## config.mk

```make
export PLATFORM = sky130hd
export DESIGN_NAME = lutram_mw_mr
export DESIGN_NICKNAME = d
export VERILOG_FILES = /design/src/rtl/cva5_config.sv /design/src/rtl/live_value_table.sv /design/src/rtl/lutram_1w_mr.sv /design/src/rtl/lutram_mw_mr.sv
export SDC_FILE = /design/constraint.sdc
export NUM_CORES = 2
export LEC_CHECK = 0
export BUFFER_PORTS_ARGS = -buffer_cell sky130_fd_sc_hd__clkbuf_2
export CORE_MARGIN = 2
export CORE_UTILIZATION = 38
export CTS_CLUSTER_SIZE = 30
export DETAILED_ROUTE_END_ITERATION = 8
export RECOVER_POWER = 100
export SKIP_CTS_REPAIR_TIMING = 1
export SKIP_LAST_GASP = 1
export SYNTH_ARGS = -nofsm -noshare
export SYNTH_HDL_FRONTEND = slang
export SYNTH_HIERARCHICAL = 1
export SYNTH_SLANG_ARGS = --single-unit
```

## constraint.sdc

```tcl
create_clock -name clk -period 7.1 [get_ports clk]
set_input_delay 1.42 -clock clk [delete_from_list [all_inputs] [get_ports clk]]
set_output_delay 1.42 -clock clk [all_outputs]
set_load 0.01 [all_outputs]
```

## src/rtl/cva5_config.sv

```systemverilog
`default_nettype none
// ============================================================================
//  Module      : cva5_config (package)
//  Description : Shared configuration helpers. lvt_width() sizes a live value
//                table entry so it can name any of n write ports, with a
//                minimum of one bit so a single-port table stays well formed.
//  Revision    : 1.0  initial release
// ============================================================================
package cva5_config;

  function automatic int lvt_width(input int n);
    return (n <= 1) ? 1 : $clog2(n);
  endfunction

endpackage
`default_nettype wire

```

## src/rtl/live_value_table.sv

```systemverilog
`default_nettype none
// ============================================================================
//  Module      : live_value_table
//  Description : Per-address record of which write bank holds the live value.
//                Asynchronously reset to bank 0. When several ports write the
//                same address in one cycle, the highest-indexed port wins.
//  Ports       : clk, rst     - clock, async active-high reset
//                waddr[]      - write addresses, one per write port
//                write_en[]   - accepted writes, one per write port
//                raddr[]      - read addresses, one per read port
//                bank_sel[]   - bank holding the live value for each read port
//  Revision    : 1.0  initial release
// ============================================================================
module live_value_table
  import cva5_config::*;
#(
  parameter int DEPTH           = 32,
  parameter int NUM_WRITE_PORTS = 2,
  parameter int NUM_READ_PORTS  = 2,
  localparam int LVT_W          = lvt_width(NUM_WRITE_PORTS)
) (
  input  logic                     clk,
  input  logic                     rst,
  input  logic [$clog2(DEPTH)-1:0] waddr    [NUM_WRITE_PORTS],
  input  logic                     write_en [NUM_WRITE_PORTS],
  input  logic [$clog2(DEPTH)-1:0] raddr    [NUM_READ_PORTS],
  output logic [LVT_W-1:0]         bank_sel [NUM_READ_PORTS]
);

  logic [LVT_W-1:0] r_lvt [DEPTH];

  // Ports are visited in ascending order, so the last non-blocking
  // assignment to a shared address (the highest port) is the one that sticks.
  always_ff @(posedge clk or posedge rst) begin
    if (rst) begin
      for (int a = 0; a < DEPTH; a++)
        r_lvt[a] <= '0;
    end else begin
      for (int b = 0; b < NUM_WRITE_PORTS; b++)
        if (write_en[b])
          r_lvt[waddr[b]] <= LVT_W'(b);
    end
  end

  generate
    for (genvar i = 0; i < NUM_READ_PORTS; i++) begin : g_sel
      assign bank_sel[i] = r_lvt[raddr[i]];
    end
  endgenerate

endmodule
`default_nettype wire

```

## src/rtl/lutram_1w_mr.sv

```systemverilog
`default_nettype none
// ============================================================================
//  Module      : lutram_1w_mr
//  Description : One-write, multi-read distributed RAM. Synchronous write,
//                asynchronous reads. Contents are not reset.
//  Ports       : clk          - clock
//                waddr        - write address
//                ram_write    - write enable
//                new_ram_data - write data
//                raddr[]      - read addresses, one per read port
//                ram_data_out[] - combinational read data, one per read port
//  Revision    : 1.0  initial release
// ============================================================================
module lutram_1w_mr #(
  parameter int WIDTH          = 32,
  parameter int DEPTH          = 32,
  parameter int NUM_READ_PORTS = 2
) (
  input  logic                     clk,
  input  logic [$clog2(DEPTH)-1:0] waddr,
  input  logic                     ram_write,
  input  logic [WIDTH-1:0]         new_ram_data,
  input  logic [$clog2(DEPTH)-1:0] raddr        [NUM_READ_PORTS],
  output logic [WIDTH-1:0]         ram_data_out [NUM_READ_PORTS]
);

  logic [WIDTH-1:0] r_ram [DEPTH];

  always_ff @(posedge clk) begin
    if (ram_write)
      r_ram[waddr] <= new_ram_data;
  end

  generate
    for (genvar i = 0; i < NUM_READ_PORTS; i++) begin : g_read
      assign ram_data_out[i] = r_ram[raddr[i]];
    end
  endgenerate

endmodule
`default_nettype wire

```

## src/rtl/lutram_mw_mr.sv

```systemverilog
`default_nettype none
// ============================================================================
//  Module      : lutram_mw_mr
//  Description : Multi-write, multi-read LUTRAM. One replicated bank per write
//                port plus a live value table selecting the bank with the
//                newest data. After reset a sweep zeroes bank 0 so every entry
//                reads 0 until written; ready flags the end of the sweep.
//  Ports       : clk, rst       - clock, async active-high reset
//                waddr[]        - write addresses, one per write port
//                ram_write[]    - write enables (ignored while ready = 0)
//                new_ram_data[] - write data
//                raddr[]        - read addresses, one per read port
//                ram_data_out[] - combinational read data (0 while ready = 0)
//                ready          - initialisation complete
//  Revision    : 1.0  initial release
// ============================================================================
module lutram_mw_mr
  import cva5_config::*;
#(
  parameter int WIDTH           = 32,
  parameter int DEPTH           = 32,
  parameter int NUM_WRITE_PORTS = 2,
  parameter int NUM_READ_PORTS  = 2,
  parameter int WRITE_BYPASS    = 0
) (
  input  logic                     clk,
  input  logic                     rst,
  input  logic [$clog2(DEPTH)-1:0] waddr        [NUM_WRITE_PORTS],
  input  logic                     ram_write    [NUM_WRITE_PORTS],
  input  logic [WIDTH-1:0]         new_ram_data [NUM_WRITE_PORTS],
  input  logic [$clog2(DEPTH)-1:0] raddr        [NUM_READ_PORTS],
  output logic [WIDTH-1:0]         ram_data_out [NUM_READ_PORTS],
  output logic                     ready
);

  localparam int ADDR_W = $clog2(DEPTH);
  localparam int LVT_W  = lvt_width(NUM_WRITE_PORTS);
  localparam logic [ADDR_W-1:0] c_LAST_ADDR = ADDR_W'(DEPTH - 1);

  typedef enum logic [0:0] {
    INIT = 1'b0,
    RUN  = 1'b1
  } init_state_t;

  init_state_t       r_state;
  logic [ADDR_W-1:0] r_init_addr;
  logic              r_ready;

  logic              w_accept     [NUM_WRITE_PORTS];
  logic              w_bank_we    [NUM_WRITE_PORTS];
  logic [ADDR_W-1:0] w_bank_waddr [NUM_WRITE_PORTS];
  logic [WIDTH-1:0]  w_bank_wdata [NUM_WRITE_PORTS];
  logic [WIDTH-1:0]  w_bank_rdata [NUM_WRITE_PORTS][NUM_READ_PORTS];
  logic [LVT_W-1:0]  w_sel        [NUM_READ_PORTS];

  // Init sweep: one entry of bank 0 per cycle, RUN after the last entry.
  always_ff @(posedge clk or posedge rst) begin
    if (rst) begin
      r_state     <= INIT;
      r_init_addr <= '0;
      r_ready     <= 1'b0;
    end else begin
      case (r_state)
        INIT: begin
          r_init_addr <= r_init_addr + 1'b1;
          if (r_init_addr == c_LAST_ADDR) begin
            r_state <= RUN;
            r_ready <= 1'b1;
          end
        end
        default: begin
          r_state <= RUN;
          r_ready <= 1'b1;
        end
      endcase
    end
  end

  assign ready = r_ready;

  // External writes only count once ready; bank 0 is owned by the sweep
  // until then.
  always_comb begin
    for (int b = 0; b < NUM_WRITE_PORTS; b++) begin
      w_accept[b]     = ram_write[b] & r_ready;
      w_bank_we[b]    = w_accept[b];
      w_bank_waddr[b] = waddr[b];
      w_bank_wdata[b] = new_ram_data[b];
    end
    if (!r_ready) begin
      w_bank_we[0]    = 1'b1;
      w_bank_waddr[0] = r_init_addr;
      w_bank_wdata[0] = '0;
    end
  end

  generate
    for (genvar b = 0; b < NUM_WRITE_PORTS; b++) begin : g_bank
      lutram_1w_mr #(
        .WIDTH          (WIDTH),
        .DEPTH          (DEPTH),
        .NUM_READ_PORTS (NUM_READ_PORTS)
      ) u_bank (
        .clk          (clk),
        .waddr        (w_bank_waddr[b]),
        .ram_write    (w_bank_we[b]),
        .new_ram_data (w_bank_wdata[b]),
        .raddr        (raddr),
        .ram_data_out (w_bank_rdata[b])
      );
    end
  endgenerate

  live_value_table #(
    .DEPTH           (DEPTH),
    .NUM_WRITE_PORTS (NUM_WRITE_PORTS),
    .NUM_READ_PORTS  (NUM_READ_PORTS)
  ) u_lvt (
    .clk      (clk),
    .rst      (rst),
    .waddr    (waddr),
    .write_en (w_accept),
    .raddr    (raddr),
    .bank_sel (w_sel)
  );

  // Read path: LVT-selected bank, optionally overridden by a same-cycle write
  // (highest matching port wins, same priority as the LVT), forced to 0
  // until the sweep completes.
  always_comb begin
    for (int i = 0; i < NUM_READ_PORTS; i++) begin
      ram_data_out[i] = w_bank_rdata[w_sel[i]][i];
      if (WRITE_BYPASS != 0) begin
        for (int b = 0; b < NUM_WRITE_PORTS; b++)
          if (w_accept[b] && (waddr[b] == raddr[i]))
            ram_data_out[i] = new_ram_data[b];
      end
      if (!r_ready)
        ram_data_out[i] = '0;
    end
  end

endmodule
`default_nettype wire

```

# Yosys cells after proc, flatten, opt, wreduce, memory -nomap -nowiden
# Memory sizes are Yosys's and may differ from the RTL's.
# Index checks and enable logic that the tools add are counted.
[word_totals] output_inout_bits=65 regBits=39 mem_bits_rw=2048 input_bits=88 word_cells=92 mem_count=2
[memory_table] memory="g_bank[0].u_bank.r_ram" depth=32 word_bits=32 read_ports=2 rd_clocked_by_memory_dff=0 write_ports=1 line_no="lutram_1w_mr.sv:27" source="logic [WIDTH-1:0] r_ram [DEPTH];"
[memory_table] memory="g_bank[1].u_bank.r_ram" depth=32 word_bits=32 read_ports=2 rd_clocked_by_memory_dff=0 write_ports=1 line_no="lutram_1w_mr.sv:27"
[op_classes] n_eq_ne=1 bitwise_logic=11 n_reduce_logical=3 magnitude_cmp=8 add_sub_neg=1 muxes=31
[ops] op="2-to-1 mux 32 bit" count=8
[ops] op="2-to-1 mux 64 bit" count=3
[ops] op="AND 32 bit" count=1
[ops] op="NOT 32 bit" count=1
[ops] op="OR 32 bit" count=1
[ops] op=">= comparator 6 bit, second input constant" count=4
[ops] op="NOT 5 -> 6 bit" count=4
[ops] op="2-to-1 mux 1 bit" count=15
[ops] op="less-than comparator 6 x 1 -> 1 bit, second input constant" count=2
[ops] op="binary-select mux 1 bit (select 5 bit)" count=2
[ops] op="demux 1 bit (select 5 bit)" count=2
[ops] op="adder 5 x 1 -> 5 bit, second input constant" count=1
[ops] op="== test 5 bit, second input constant" count=1
[ops] op="2-to-1 mux 5 bit" count=1
[ops] op=">= comparator 2 bit, second input constant" count=2
[ops] op="NOT 1 -> 2 bit" count=2
[ops] op="AND 1 bit" count=2
[ops] op="logical AND 1 bit" count=2
[ops] op="nonzero test 2 bit" count=1

# Logic depth before layout (Yosys ltp)
[depth] depth_word=10 mapped_depth=11 mapped_depth_nobuf=7

# Hierarchy
# Netlist, hierarchy kept.
[by_module_without_submodules] module="lutram_1w_mr" n_inst=2 cells_per_inst=3386 area_per_inst_um2=48789.3 seq_area_each_um2=30749.5
[by_module_without_submodules] module="live_value_table" n_inst=1 cells_per_inst=209 area_per_inst_um2=1956.9 seq_area_each_um2=800.8
[by_module_without_submodules] module="lutram_mw_mr" n_inst=1 cells_per_inst=207 area_per_inst_um2=1778.0 seq_area_each_um2=175.2

# Least setup slack after synthesis
# No wires, ideal clock.
[synth_path] path_type="input to output" from="input raddr[1] (netlist bit)" to="output ram_data_out[10] (netlist bit)" arrival_time_ns=2.896 path_slack_ns=2.784 cell_stages=11 t_required_ns=5.680 path_buffers=4 path_cell_list="buf_6 > buf_12 > mux2i_1 > a22oi_1 > nand3_1 > nand2_1 > a311o_1 > buf_6 > buf_8 > mux2i_1 > nor2b_1"
[synth_lines] item="from (decl)" line_no="lutram_mw_mr.sv:31" source="input logic [$clog2(DEPTH)-1:0] raddr [NUM_READ_PORTS],"
[synth_lines] item="to (decl)" line_no="lutram_mw_mr.sv:32" source="output logic [WIDTH-1:0] ram_data_out [NUM_READ_PORTS],"

==> impl_metrics.json <==
{
  "status": "complete, but fails checks",
  "violations": "capacitance limit, slew limit",
  "grt_max_degree": 121,
  "cpMostUsedCell": "clkbuf_2",
  "rows": 189,
  "num_io_pins": 153,
  "drv_slew": 2633,
  "die-area_um2": 271000,
  "peakVddDrop_v": 0.000304,
  "place_congestion": 0.886,
  "async_flop_share": 0.0187,
  "dr.first_iter.drc_count": 7073,
  "cpMaxStageDelayCell": "nor2_2",
  "netlist_area_um2": 101000,
  "worstSetupPathType": "primary input to output pin",
  "cp_max_fo": 17,
  "cts_sinks": 2087,
  "hold_viol": 0,
  "drt_wl_total_um": 341000,
  "firstDrtPassIters": 6,
  "dieHeight_um": 520,
  "slowest_delay_ps": 1190,
  "clockRootBuffer": "clkbuf_16",
  "finClkSkew_ps": 20.1,
  "clk_pin_slew_ps": 60,
  "tightest_slew_ps": 4410,
  "switchingPower_uw": 6740,
  "grt_remaining_overflow": 0,
  "grt_pass1_vias": 66500,
  "tritoncts": "done",
  "vias": 66800,
  "grt_antenna_before_repair": 11,
  "rsz0062_at_grt": "false",
  "drc": 0,
  "synth_edf_count": 2048,
  "synth_most_common_cell": "mux2i_1",
  "synth_area_leaders": "edfxtp_1, mux2i_1, a22oi_1",
  "period_needed_ps": 6660,
  "hold_slack_ps": 472,
  "avgViaCountPerCell": 6.07,
  "netlist_top_cells_count": "mux2i_1, edfxtp_1, nand2_1, nand3_1, a22oi_1",
  "max_cap_viol_count": 105,
  "finalSetupViolCount": 0,
  "die_w_um": 520,
  "path_cells": "clkbuf_2 > nor2_2 > clkbuf_2 > a22o_1 > nor3_1 > a31oi_1 > nand3_1 > mux2i_1 > nor2b_1 > clkbuf_2",
  "fmax_ghz": 0.150,
  "synth-main-ff-cell": "edfxtp_1",
  "portBuffers": 152,
  "ys.warnings.count": 6,
  "fin_setup_tns_ps": 0,
  "swShare": 0.248,
  "ys_ff_latch": 2087,
  "timing.final.crit_share": 0.937,
  "power_frac_seq": 0.502,
  "p_leak_uw": 0.0411,
  "ant_nets": 0,
  "synth_area_per_cell_um2": 14.1,
  "wl_per_cell_um": 31.1,
  "synth_seq_area_share": 0.617,
  "internal_power_uw": 20500,
  "combPwrFrac": 0.102,
  "syn2layout_area_growth_pct": 10.9,
  "fin_nets": 7372,
  "syn_inst": 7188,
  "synth_cell_types": 36,
  "start_kind": "primary input",
  "synth_top_area_cell": "edfxtp_1",
  "coreArea_um2": 265000,
  "cts_made_buffers": 208,
  "end_kind": "output pin",
  "clkPwrFrac": 0.396,
  "synth_top_area_frac": 0.607,
  "slew_headroom": -1.94,
  "dp_hpwl_um": 200000,
  "worstPathRequired_ps": 5680,
  "clk_latency_ps": 860,
  "grt_usage": 0.244,
  "cp_data_arrival_time_ps": 5240,
  "cts_buffer_depth": 3,
  "cts_max_level": 4,
  "grt_pass1_wl_um": 481000,
  "syn_nets": 7278,
  "powerDensity_nw_per_um2": 242,
  "initial_core_util": 0.382,
  "hp-class": "primary input to async pin",
  "drive_gt1_frac": 0.0877
}
through the flow:
stage / total power (uW) / cells / util / setup WS (ps) / area [um^2]
after floorplan: 15600 / 7188 / - / 2780 / 101000
after global placement: 16600 / 10600 / 0.401 / 969 / 106000
after detailed placement: 16700 / 10600 / 0.401 / 1020 / 106000
after CTS: 27300 / 11000 / 0.426 / 1010 / 113000
after global routing: 27900 / 11000 / 0.424 / 490 / 112000
final: 27200 / 11000 / 0.424 / 444 / 112000
power by group through the flow:
stage	registers [uW]	clock network, uW	logic, uW
after floorplan	13900	0	1650
after global placement	13900	0	2730
after detailed placement	13900	0	2750
after CTS	13700	10900	2750
after global routing	13700	11400	2870
final	13700	10800	2770
area by class of cell:
cell class                 count  area, um^2
antenna                       10        25.0
clock buffer                 256        5390
clock inverter               126        1150
fill                       23900      153000
inverter                       2        7.51
multi-input combinational   4568       35800
sequential                  2087       62500
tap                         3533        4420
timing repair buffer         415        3090
flip-flops by register name, indices dropped and copies added, names as in the netlist:
| signal | cells |
|---|---|
| g_bank.u_bank/r_ram | 2048 |
| r_state | 1 |
| ready | 1 |
| r_init_addr | 5 |
| u_lvt/r_lvt | 32 |
cells in the final DEF, fill, tap and decap left out, types with 4 or more instances in the layout:
master / Yosys / final
a21oi_1: 390 / 390
a22o_1: 256 / 256
a22oi_1: 392 / 392
a31oi_1: 128 / 128
and2_0: 0 / 34
buf_12: 2 / 54
buf_4: 95 / 137
bufinv_16: 0 / 16
clkbuf_1: 174 / 166
clkbuf_16: 0 / 208
clkbuf_2: 0 / 105
clkinv_1: 0 / 62
clkinv_2: 0 / 30
clkinv_8: 0 / 7
dfrtp_1: 39 / 39
diode_2: 0 / 10
edfxtp_1: 2048 / 2048
mux2_1: 0 / 4
mux2i_1: 2144 / 2144
nand2_1: 406 / 402
nand2b_1: 12 / 4
nand2b_2: 0 / 7
nand3_1: 396 / 396
nand3b_1: 20 / 20
nor2_1: 76 / 33
nor2_2: 0 / 13
nor2_4: 0 / 30
nor2b_1: 74 / 66
nor2b_4: 0 / 7
nor3_1: 128 / 128
o21ai_0: 64 / 64
or2_2: 5 / 5
or3_1: 5 / 5
or3b_2: 10 / 8
final timing paths:
kind	start	end	slack, ps	cells after the start
max	raddr[2]	ram_data_out[30]	440	10
min	rst	r_init_addr[1]$_DFFE_PP0N_	470	2
max reg2reg	ready$_DFFE_PP0P_	g_bank[0].u_bank/r_ram[23][8]$_DFFE_PP_	670	5
min reg2reg	r_init_addr[3]$_DFFE_PP0N_	r_init_addr[3]$_DFFE_PP0N_	490	1
max in group asynchronous	rst	u_lvt/r_lvt[23]$_DFF_PP0_	4790	3
min in group clk	r_init_addr[3]$_DFFE_PP0N_	r_init_addr[3]$_DFFE_PP0N_	490	1
layer usage:
metal  wire length, um  track usage  up-vias
li1                  -            -    28500
met1            133000        0.305    34500
met2            167000        0.415     3051
met3             24600       0.0373      708
met4             16800        0.111        8
met5                55            0        -
worst max-delay path, delay by kind of cell:
| kind | cells | cell delay [ps] |
|---|---|---|
| simple gates | 4 | 1580 |
| buf+inv | 3 | 1140 |
| mux | 1 | 620 |
| compound gates | 2 | 410 |
kinds of logic (layout without fill, tap and decap cells):
family                     Yosys count  in the layout  share of synthesized area
DFF                               2087           2087                      0.617
xor gates and xnor gates             3              3                   0.000259
other                                0             10                          0
buffers and inverters              533            799                     0.0334
AOI/OAI and AO/OA                 1234           1234                     0.0819
and+or+nand+nor                   1178           1178                     0.0550
muxes                             2151           2151                      0.213
adders and majority gates            2              2                   0.000247
(Power assumes the default switching activity.)
